File: config.mk
export PLATFORM = sky130hd
export DESIGN_NAME = reset_sequencer
export DESIGN_NICKNAME = d
export VERILOG_FILES = /design/src/rtl/reset_sequencer.sv
export SDC_FILE = /design/constraint.sdc
export NUM_CORES = 1
export LEC_CHECK = 0
export BUFFER_PORTS_ARGS = -buffer_cell sky130_fd_sc_hd__buf_4
export CELL_PAD_IN_SITES_DETAIL_PLACEMENT = 0
export CELL_PAD_IN_SITES_GLOBAL_PLACEMENT = 1
export CORE_MARGIN = 2
export CORE_UTILIZATION = 43
export CTS_CLUSTER_DIAMETER = 150
export CTS_CLUSTER_SIZE = 25
export DETAILED_ROUTE_END_ITERATION = 10
export GPL_TIMING_DRIVEN = 1
export PLACE_DENSITY = 0.75
export SYNTH_ARGS = -nofsm -noshare
export SYNTH_HDL_FRONTEND = slang
export SYNTH_SLANG_ARGS = --single-unit
File: constraint.sdc
create_clock -name io_mainClk -period 1.5 [get_ports io_mainClk]
set_input_delay 0.225 -clock io_mainClk [delete_from_list [all_inputs] [get_ports io_mainClk]]
set_output_delay 0.225 -clock io_mainClk [all_outputs]
set_load 0.02 [all_outputs]
File: src/rtl/reset_sequencer.sv
// reset_sequencer: SoC reset source. It holds reset until the PLL has been locked for
// LOCK_DELAY cycles, re-asserts reset when lock is lost, and issues a stretched reset
// pulse when the debounced GRESET button is released. The last reset cause is kept
// in io_cause for firmware.
//
// state     | meaning
// ----------+-----------------------------------------------------------
// WAIT_LOCK | reset held, waiting for the synchronised PLL lock
// LOCK_WAIT | reset held, counting LOCK_DELAY cycles of stable lock
// RUN       | reset released, watching for lock loss or a button release
// PULSE     | reset held for PULSE_CYCLES after a button release
module reset_sequencer #(
  parameter int LOCK_DELAY      = 255,
  parameter int DEBOUNCE_CYCLES = 50000,
  parameter int PULSE_CYCLES    = 16,
  parameter int CNT_WIDTH       = 16
) (
  input  logic       io_mainClk,
  input  logic       io_asyncResetn,
  input  logic       io_pllLocked,
  input  logic       io_button,
  output logic       io_reset,
  output logic [1:0] io_cause
);

  localparam logic [CNT_WIDTH-1:0] LOCK_TC  = CNT_WIDTH'(LOCK_DELAY - 1);
  localparam logic [CNT_WIDTH-1:0] DEB_TC   = CNT_WIDTH'(DEBOUNCE_CYCLES - 1);
  localparam logic [CNT_WIDTH-1:0] PULSE_TC = CNT_WIDTH'(PULSE_CYCLES - 1);

  localparam logic [1:0] CAUSE_POR    = 2'b00;
  localparam logic [1:0] CAUSE_LOCK   = 2'b01;
  localparam logic [1:0] CAUSE_BUTTON = 2'b10;

  typedef enum logic [1:0] {
    WAIT_LOCK = 2'd0,
    LOCK_WAIT = 2'd1,
    RUN       = 2'd2,
    PULSE     = 2'd3
  } state_t;

  state_t               state;
  logic [CNT_WIDTH-1:0] cnt;
  logic [CNT_WIDTH-1:0] dcnt;
  logic [1:0]           lock_sync;
  logic [1:0]           btn_sync;
  logic                 btn_deb;
  logic                 btn_deb_d;
  logic                 lock_s;
  logic                 btn_s;
  logic                 fall;

  assign lock_s = lock_sync[1];
  assign btn_s  = btn_sync[1];

  // Debounced button went 1 -> 0 last cycle: one-cycle release strobe.
  assign fall = btn_deb_d & ~btn_deb;

  // Two-flop synchronisers for the asynchronous lock and button inputs.
  always_ff @(posedge io_mainClk or negedge io_asyncResetn) begin
    if (!io_asyncResetn) begin
      lock_sync <= 2'b00;
      btn_sync  <= 2'b00;
    end else begin
      lock_sync <= {lock_sync[0], io_pllLocked};
      btn_sync  <= {btn_sync[0], io_button};
    end
  end

  // Accept a button level only after DEBOUNCE_CYCLES consecutive differing samples.
  always_ff @(posedge io_mainClk or negedge io_asyncResetn) begin
    if (!io_asyncResetn) begin
      dcnt      <= '0;
      btn_deb   <= 1'b0;
      btn_deb_d <= 1'b0;
    end else begin
      btn_deb_d <= btn_deb;
      if (btn_s == btn_deb) begin
        dcnt <= '0;
      end else if (dcnt == DEB_TC) begin
        btn_deb <= btn_s;
        dcnt    <= '0;
      end else begin
        dcnt <= dcnt + 1'b1;
      end
    end
  end

  // Sequencing FSM; io_reset and io_cause are registered here. Lock loss wins over
  // a button release, and a release outside RUN is dropped rather than queued.
  always_ff @(posedge io_mainClk or negedge io_asyncResetn) begin
    if (!io_asyncResetn) begin
      state    <= WAIT_LOCK;
      cnt      <= '0;
      io_reset <= 1'b1;
      io_cause <= CAUSE_POR;
    end else begin
      case (state)
        WAIT_LOCK: begin
          cnt      <= '0;
          io_reset <= 1'b1;
          if (lock_s) state <= LOCK_WAIT;
        end
        LOCK_WAIT: begin
          io_reset <= 1'b1;
          if (!lock_s) begin
            state <= WAIT_LOCK;
            cnt   <= '0;
          end else if (cnt == LOCK_TC) begin
            state    <= RUN;
            cnt      <= '0;
            io_reset <= 1'b0;
          end else begin
            cnt <= cnt + 1'b1;
          end
        end
        RUN: begin
          cnt      <= '0;
          io_reset <= 1'b0;
          if (!lock_s) begin
            state    <= WAIT_LOCK;
            io_cause <= CAUSE_LOCK;
            io_reset <= 1'b1;
          end else if (fall) begin
            state    <= PULSE;
            io_cause <= CAUSE_BUTTON;
            io_reset <= 1'b1;
          end
        end
        PULSE: begin
          io_reset <= 1'b1;
          if (!lock_s) begin
            state    <= WAIT_LOCK;
            io_cause <= CAUSE_LOCK;
            cnt      <= '0;
          end else if (cnt == PULSE_TC) begin
            state    <= RUN;
            cnt      <= '0;
            io_reset <= 1'b0;
          end else begin
            cnt <= cnt + 1'b1;
          end
        end
        default: begin
          state    <= WAIT_LOCK;
          cnt      <= '0;
          io_reset <= 1'b1;
        end
      endcase
    end
  end

endmodule
-- Yosys cells after proc, flatten, opt, wreduce, memory -nomap -nowiden
Index checks and enable logic that the tools add are counted.
W data, S select, Z words.
- register bits: 43
- bits in latches: 0
- RAM bits: 0
- ROM bits: 0
- output and inout port bits: 3
- word-level logic and storage cells: 58
- memories: 0
- $add $sub $neg: 2
- multiply operators: 0
- divide/modulo/power cells: 0
- $lt $le $gt $ge: 0
- equality and inequality tests: 12
- shift operators: 0
- mux-type cells: 26
- bitwise gates (word level): 3
- reductions and logical operators: 6
- operator list (kind ; count):
    $mux W16 ; 6
    $pmux W16 S3 ; 1
    $add A16 B1 Y16 const B ; 2
    $mux W2 ; 10
    $eq A16 B16 Y1 const B ; 1
    $eq A16 B4 Y1 const B ; 1
    $eq A16 B8 Y1 const B ; 1
    $ne A3 B3 Y1 const B ; 3
    $pmux W2 S4 ; 1
    $mux W1 ; 6
    $eq A2 B2 Y1 const B ; 2
    $ne A2 B2 Y1 const B ; 2
    $pmux W1 S4 ; 1
    $pmux W2 S2 ; 1
    $reduce_and A4 Y1 ; 1
    $reduce_and A3 Y1 ; 1
    $eq A2 B1 Y1 const B ; 1
    $logic_not A2 Y1 ; 1
    $not A1 Y1 ; 2
    $reduce_and A2 Y1 ; 1
    $reduce_bool A2 Y1 ; 1
    $reduce_or A2 Y1 ; 1
    $and A1 B1 Y1 ; 1
    $eq A1 B1 Y1 ; 1

-- Longest topological paths before layout
- word-level depth: 5
- depth in mapped cells: 7
- depth with buffers taken out: 6

-- Worst setup path after synthesis
OpenSTA, ideal clock, no wires.
- path kind: register -> register
- start point: register cnt[4]
- end point: register cnt[15]
- library setup time: 0.119 ns
- arrival time: 1.355 ns
- data required time: 1.381 ns
- slack: 0.027 ns
- stages on the path, launching flop included: 7
- cell sequence: dfrtp_1 > buf_6 > nor4_2 > a32oi_1 > o211ai_2 > buf_6 > nor2_1
- longest elaborated chain between the ends: 4
- elaborated cells on any way between the ends: 8
- RTL lines (what ; RTL line ; source):
    start, declared ; 42 ; logic [CNT_WIDTH-1:0] cnt;
    start signal, assigned ; 113 ; cnt <= cnt + 1'b1;
    start signal, assigned ; 140 ; cnt <= cnt + 1'b1;
    $add A16 B1 Y16 (tied with other cells) ; 113, 140 ;
    $mux W16 (on tied branches) ; 135, 108 ;
    $mux W16 (on tied branches) ; 131, 105 ;
    $pmux W16 S3 * ; 97 ; case (state)
Every way passes the cells marked *; elsewhere a longest branch is shown, timed or not.
A chain may end at the register's enable or synchronous reset.

-- Worst setup path after layout
- start point: register cnt[9]
- end point: register cnt[13]
Same word-level chain as after synthesis.

==> results <==
- The maximum vdd drop is around 0.00049 V.
- Data arrives at the worst endpoint at approximately 1.6 ns.
- In this run the power density over the cells is roughly 800 nW/um^2.
- Of all nets on the critical path, the largest fanout is 16.
- The number of distinct library cell variants in the gate-level netlist after synthesis is 33.
- The TritonCTS clock tree is done.
- The number of H-tree levels is 2.
- The number of core rows is 24.
- The synthesis warning total is 0.
- The number of buffers inserted by port buffering is 6.
- The number of global-route vias before repair is between 1000 and 1500.
- The total of flip-flops plus latches after synthesis is 43.
- Global routing used a little over a fifth of the available met1 tracks.
- In the synthesized netlist, the number of instances is between 150 and 200.
- After synthesis, the cell types taking the most area are sky130_fd_sc_hd__dfrtp_1, sky130_fd_sc_hd__xnor2_1, sky130_fd_sc_hd__nor2_1.
- Derived from the worst setup path, the maximum achievable clock frequency is a little under 700 MHz.
- The starting density of the core is 44.95%.
- The initial antenna violation count is 0.
- The number of antenna-violating nets in the routed design is 0.
- The synthesized area per cell is between 10 and 15 sq um.
- The CTS root buffer is sky130_fd_sc_hd__clkbuf_8.
- After global routing the overflow that remains totals 0.
- The diode insertion count for antenna repair is 0.
- Setup repair after global routing could not meet its margin everywhere.
- In the final routed layout, each cell accounts on average for 13.65 microns.
- By startpoint and endpoint, the worst setup path is classified as reg -> reg.
- Across the routed clock network, the largest skew measured is between 0.007 and 0.008 ns.
- The estimated wirelength of the detail-placed design is roughly 2500 microns.
- The detailed router finished its first iteration with a little over 100 violations.
- The flow ran to the end, and the final reports show no timing, DRC or antenna violations.
- The category of the worst setup path capture point is a flop.
- The biggest area contributor in the post-synthesis netlist is sky130_fd_sc_hd__dfrtp_1.
- The routing usage on met2 is 23.46%.
- The internal power of the cells is roughly 1.6 mW.
- The layout net count is 232.
- The total of max-cap violations is 0.
- The wire length of the first global-routing pass is approximately 6300 microns.
- At the later pin of the worst-skew pair, clock insertion delay measures approximately 0.29 ns.
- For the pin with the worst max-slew slack, the measured transition is roughly 0.54 ns.
- The area share of and/or/nand/nor cells after synthesis is between 20% and 30%.
- Prior to clock tree synthesis, the placed netlist has a worst setup slack of -0.01702 ns.
- The static leakage is around 1.1 nW.
- The via count is 1482.
- The clock group share of total power is a little under two fifths.
- The most common cell after layout, fill and taps aside is sky130_fd_sc_hd__dfrtp_1.
- The synthesized netlist devotes 2.396% of its cell area to compound gates.
- Summing all non-filler instances in the final layout gives an area of 2546 sq um.
- Counting every net in the synthesized netlist gives slightly below 200.
- The worst setup path is launched from a flop.
- After clock tree synthesis, the clock-pin slew on the worst setup and hold paths is roughly 0.080 ns.
- The tree built by TritonCTS fans out to 43 sinks.
- In the layout the commonest cells are sky130_fd_sc_hd__dfrtp_1, sky130_fd_sc_hd__nor2_1, sky130_fd_sc_hd__buf_4.
- The switching power is around 0.45 mW.
- The number of endpoints failing setup at the final stage is 0.
- The placer congestion estimate is between 0.7 and 0.8.
- For met3 alone, demand over resource in global routing was under 10%.
- After synthesis, flip-flops and latches occupy between 50% and 60% of the total area.
- The die is between 70 and 80 microns wide.
- The growth of design area from synthesis to finish is 28.31%.
- The final period demand of the worst path is approximately 1.4 ns.
- The maximum buffer depth of the clock tree is 2.
- The routing layer with the top usage in global route is met2.
- The power consumption is slightly above 2 mW.
- Of the total power, the share spent switching nets is approximately 22%.
- The top-level I/O count is 7.
- Buffers inserted during clock tree synthesis total 5.
- The total length of routed wires is approximately 3800 microns.
- The share of total power dissipated in sequential elements is around three fifths.
- The cell area after technology mapping is about 2000 sq um.
- The number of vias per cell after detailed routing is 5.331.
- The share of the synthesized area in the top cell type is 52.96%.
- After synthesis, the largest family of logic cells by area is simple AND/OR/NAND/NOR gates.
- The layout cell share with drive strength beyond 1 is between 20% and 30%.
- After detailed routing, the number of remaining DRC violations is 0.
- The die area is 5174 sq um.
- The relative slew slack is between 60 and 70%.
- The proportion of synthesized area in mux cells is 0.5675%.
- The combinational share of power is 4.1%.
- The total area inside the core boundary comes to 4414 sq um.
- Across all setup checks in the final design, the least slack found is 0.05535 ns.
- Global routing consumed, over all layers together, 15.69% of the routing resources.
- The number of max-slew violations in the final report is 0.
- Once placement finished, the instance area stood at about 2200 sq um.
- The final critical path takes up a little over nine tenths of the cycle.
- The tightest min-delay check is of the in -> reg type.
- Measured along the y axis, the die boundary spans 71.93 microns.
- Of the total synthesized cell area, the portion taken by full adders, half adders and majority gates is 1.892%.
- The largest net degree at the start of global routing is 44.
- The number of hold violations in the final report is 0.
- Of the total synthesized cell area, the portion taken by XOR and XNOR cells is approximately an eighth.
- The first detailed-routing pass ran for 4 iterations.
- The critical path data required time is between 1.5 and 2 ns.
==> cells in the mapped netlist, drive strengths merged <==
library cell  instances
dfrtp                42
nor2                 37
xnor2                20
nand3                12
nor4                 10
nand2                 9
nand4                 9
xor2                  9
inv                   7
nor3                  7
buf                   3
ha                    3
and2                  2
and3                  2
and4                  2
nor4bb                2
a21oi                 1
a32oi                 1
dfstp                 1
mux2                  1
nand2b                1
nand3b                1
nor2b                 1
nor3b                 1
nor4b                 1
o211ai                1
o21a                  1
o21ai                 1
o2bb2ai               1
==> timing repair <==
item / 4_1_cts / 5_1_grt
hold buffers: 1 / 0
endpoints found under the setup margin: 19 / 33
gates resized for setup: 1 / 28
pin swaps: 2 / 9
hold endpoints to repair: 42 / 0
buffers inserted: 1 / 5
gates cloned: 0 / 0
==> final timing paths <==
path,from,to,slack (ns),cells past startpoint
setup / recovery,cnt[9],cnt[13],0.06,6
hold / removal,io_button,btn_sync[0],0.03,1
max in group asynchronous,io_asyncResetn,cnt[4],0.65,2
setup reg to reg,cnt[9],cnt[13],0.06,6
hold reg to reg,lock_sync[0],lock_sync[1],0.37,0
min in group asynchronous,io_asyncResetn,dcnt[15],0.47,2
==> cells by family after synthesis <==
logic type	Yosys count
XOR/XNOR	29
multiplexers	1
flip-flops	43
AND/OR/NAND/NOR	97
adder cells (fa/ha/maj)	3
buffers and inverters	10
AO/OA/AOI/OAI	6
==> critical path: stages, from the launching register on <==
cell	delay (ns)
sky130_fd_sc_hd__dfrtp_1	0.40
sky130_fd_sc_hd__nor4_2	0.26
sky130_fd_sc_hd__buf_4	0.15
sky130_fd_sc_hd__nand3_2	0.08
sky130_fd_sc_hd__o211ai_2	0.22
sky130_fd_sc_hd__buf_12	0.17
sky130_fd_sc_hd__nor2_1	0.06
==> power groups by stage <==
stage	clock network, mW	registers (mW)	logic (mW)
after floorplan	0	1.21	0.0293
after global placement	0	1.21	0.0739
after detailed placement	0	1.21	0.0763
after CTS	0.777	1.19	0.0786
after global routing	0.831	1.19	0.0949
final	0.750	1.19	0.0837
==> layout make-up <==
class | count | area [sq um]
Fill cell | 372 | 1868
Sequential cell | 43 | 1080
Multi-Input combinational cell | 136 | 1025
Timing Repair Buffer | 32 | 259.0
Clock buffer | 7 | 86.33
Tap cell | 52 | 65.06
Inverter | 7 | 26.28
Clock inverter | 1 | 5.005
==> metrics by stage <==
step	setup TNS, ns	instances	hold WS (ns)	util [%]
after floorplan	0	189	-0.07059	-
after global placement	0	263	0.2377	50.34
after detailed placement	-0.1880	263	0.2442	50.34
after CTS	-0.03347	273	0.01991	52.95
after global routing	-0.9877	278	0.01136	57.68
final	0	278	0.03146	57.68
==> flip-flops by register name, summed over array words and instances, names as in the netlist <==
register	flops
cnt	16
state	2
lock_sync	2
btn_deb_d	1
dcnt	16
btn_deb	1
io_reset	1
io_cause	2
btn_sync	2
==> layer usage <==
layer | vias up | wire length [microns]
li1 | 720 | -
met1 | 735 | 1927
met2 | 22 | 1683
met3 | 5 | 146
met4 | 0 | 36
met5 | - | 0
No activity file was read; power rests on OpenSTA's default activity.
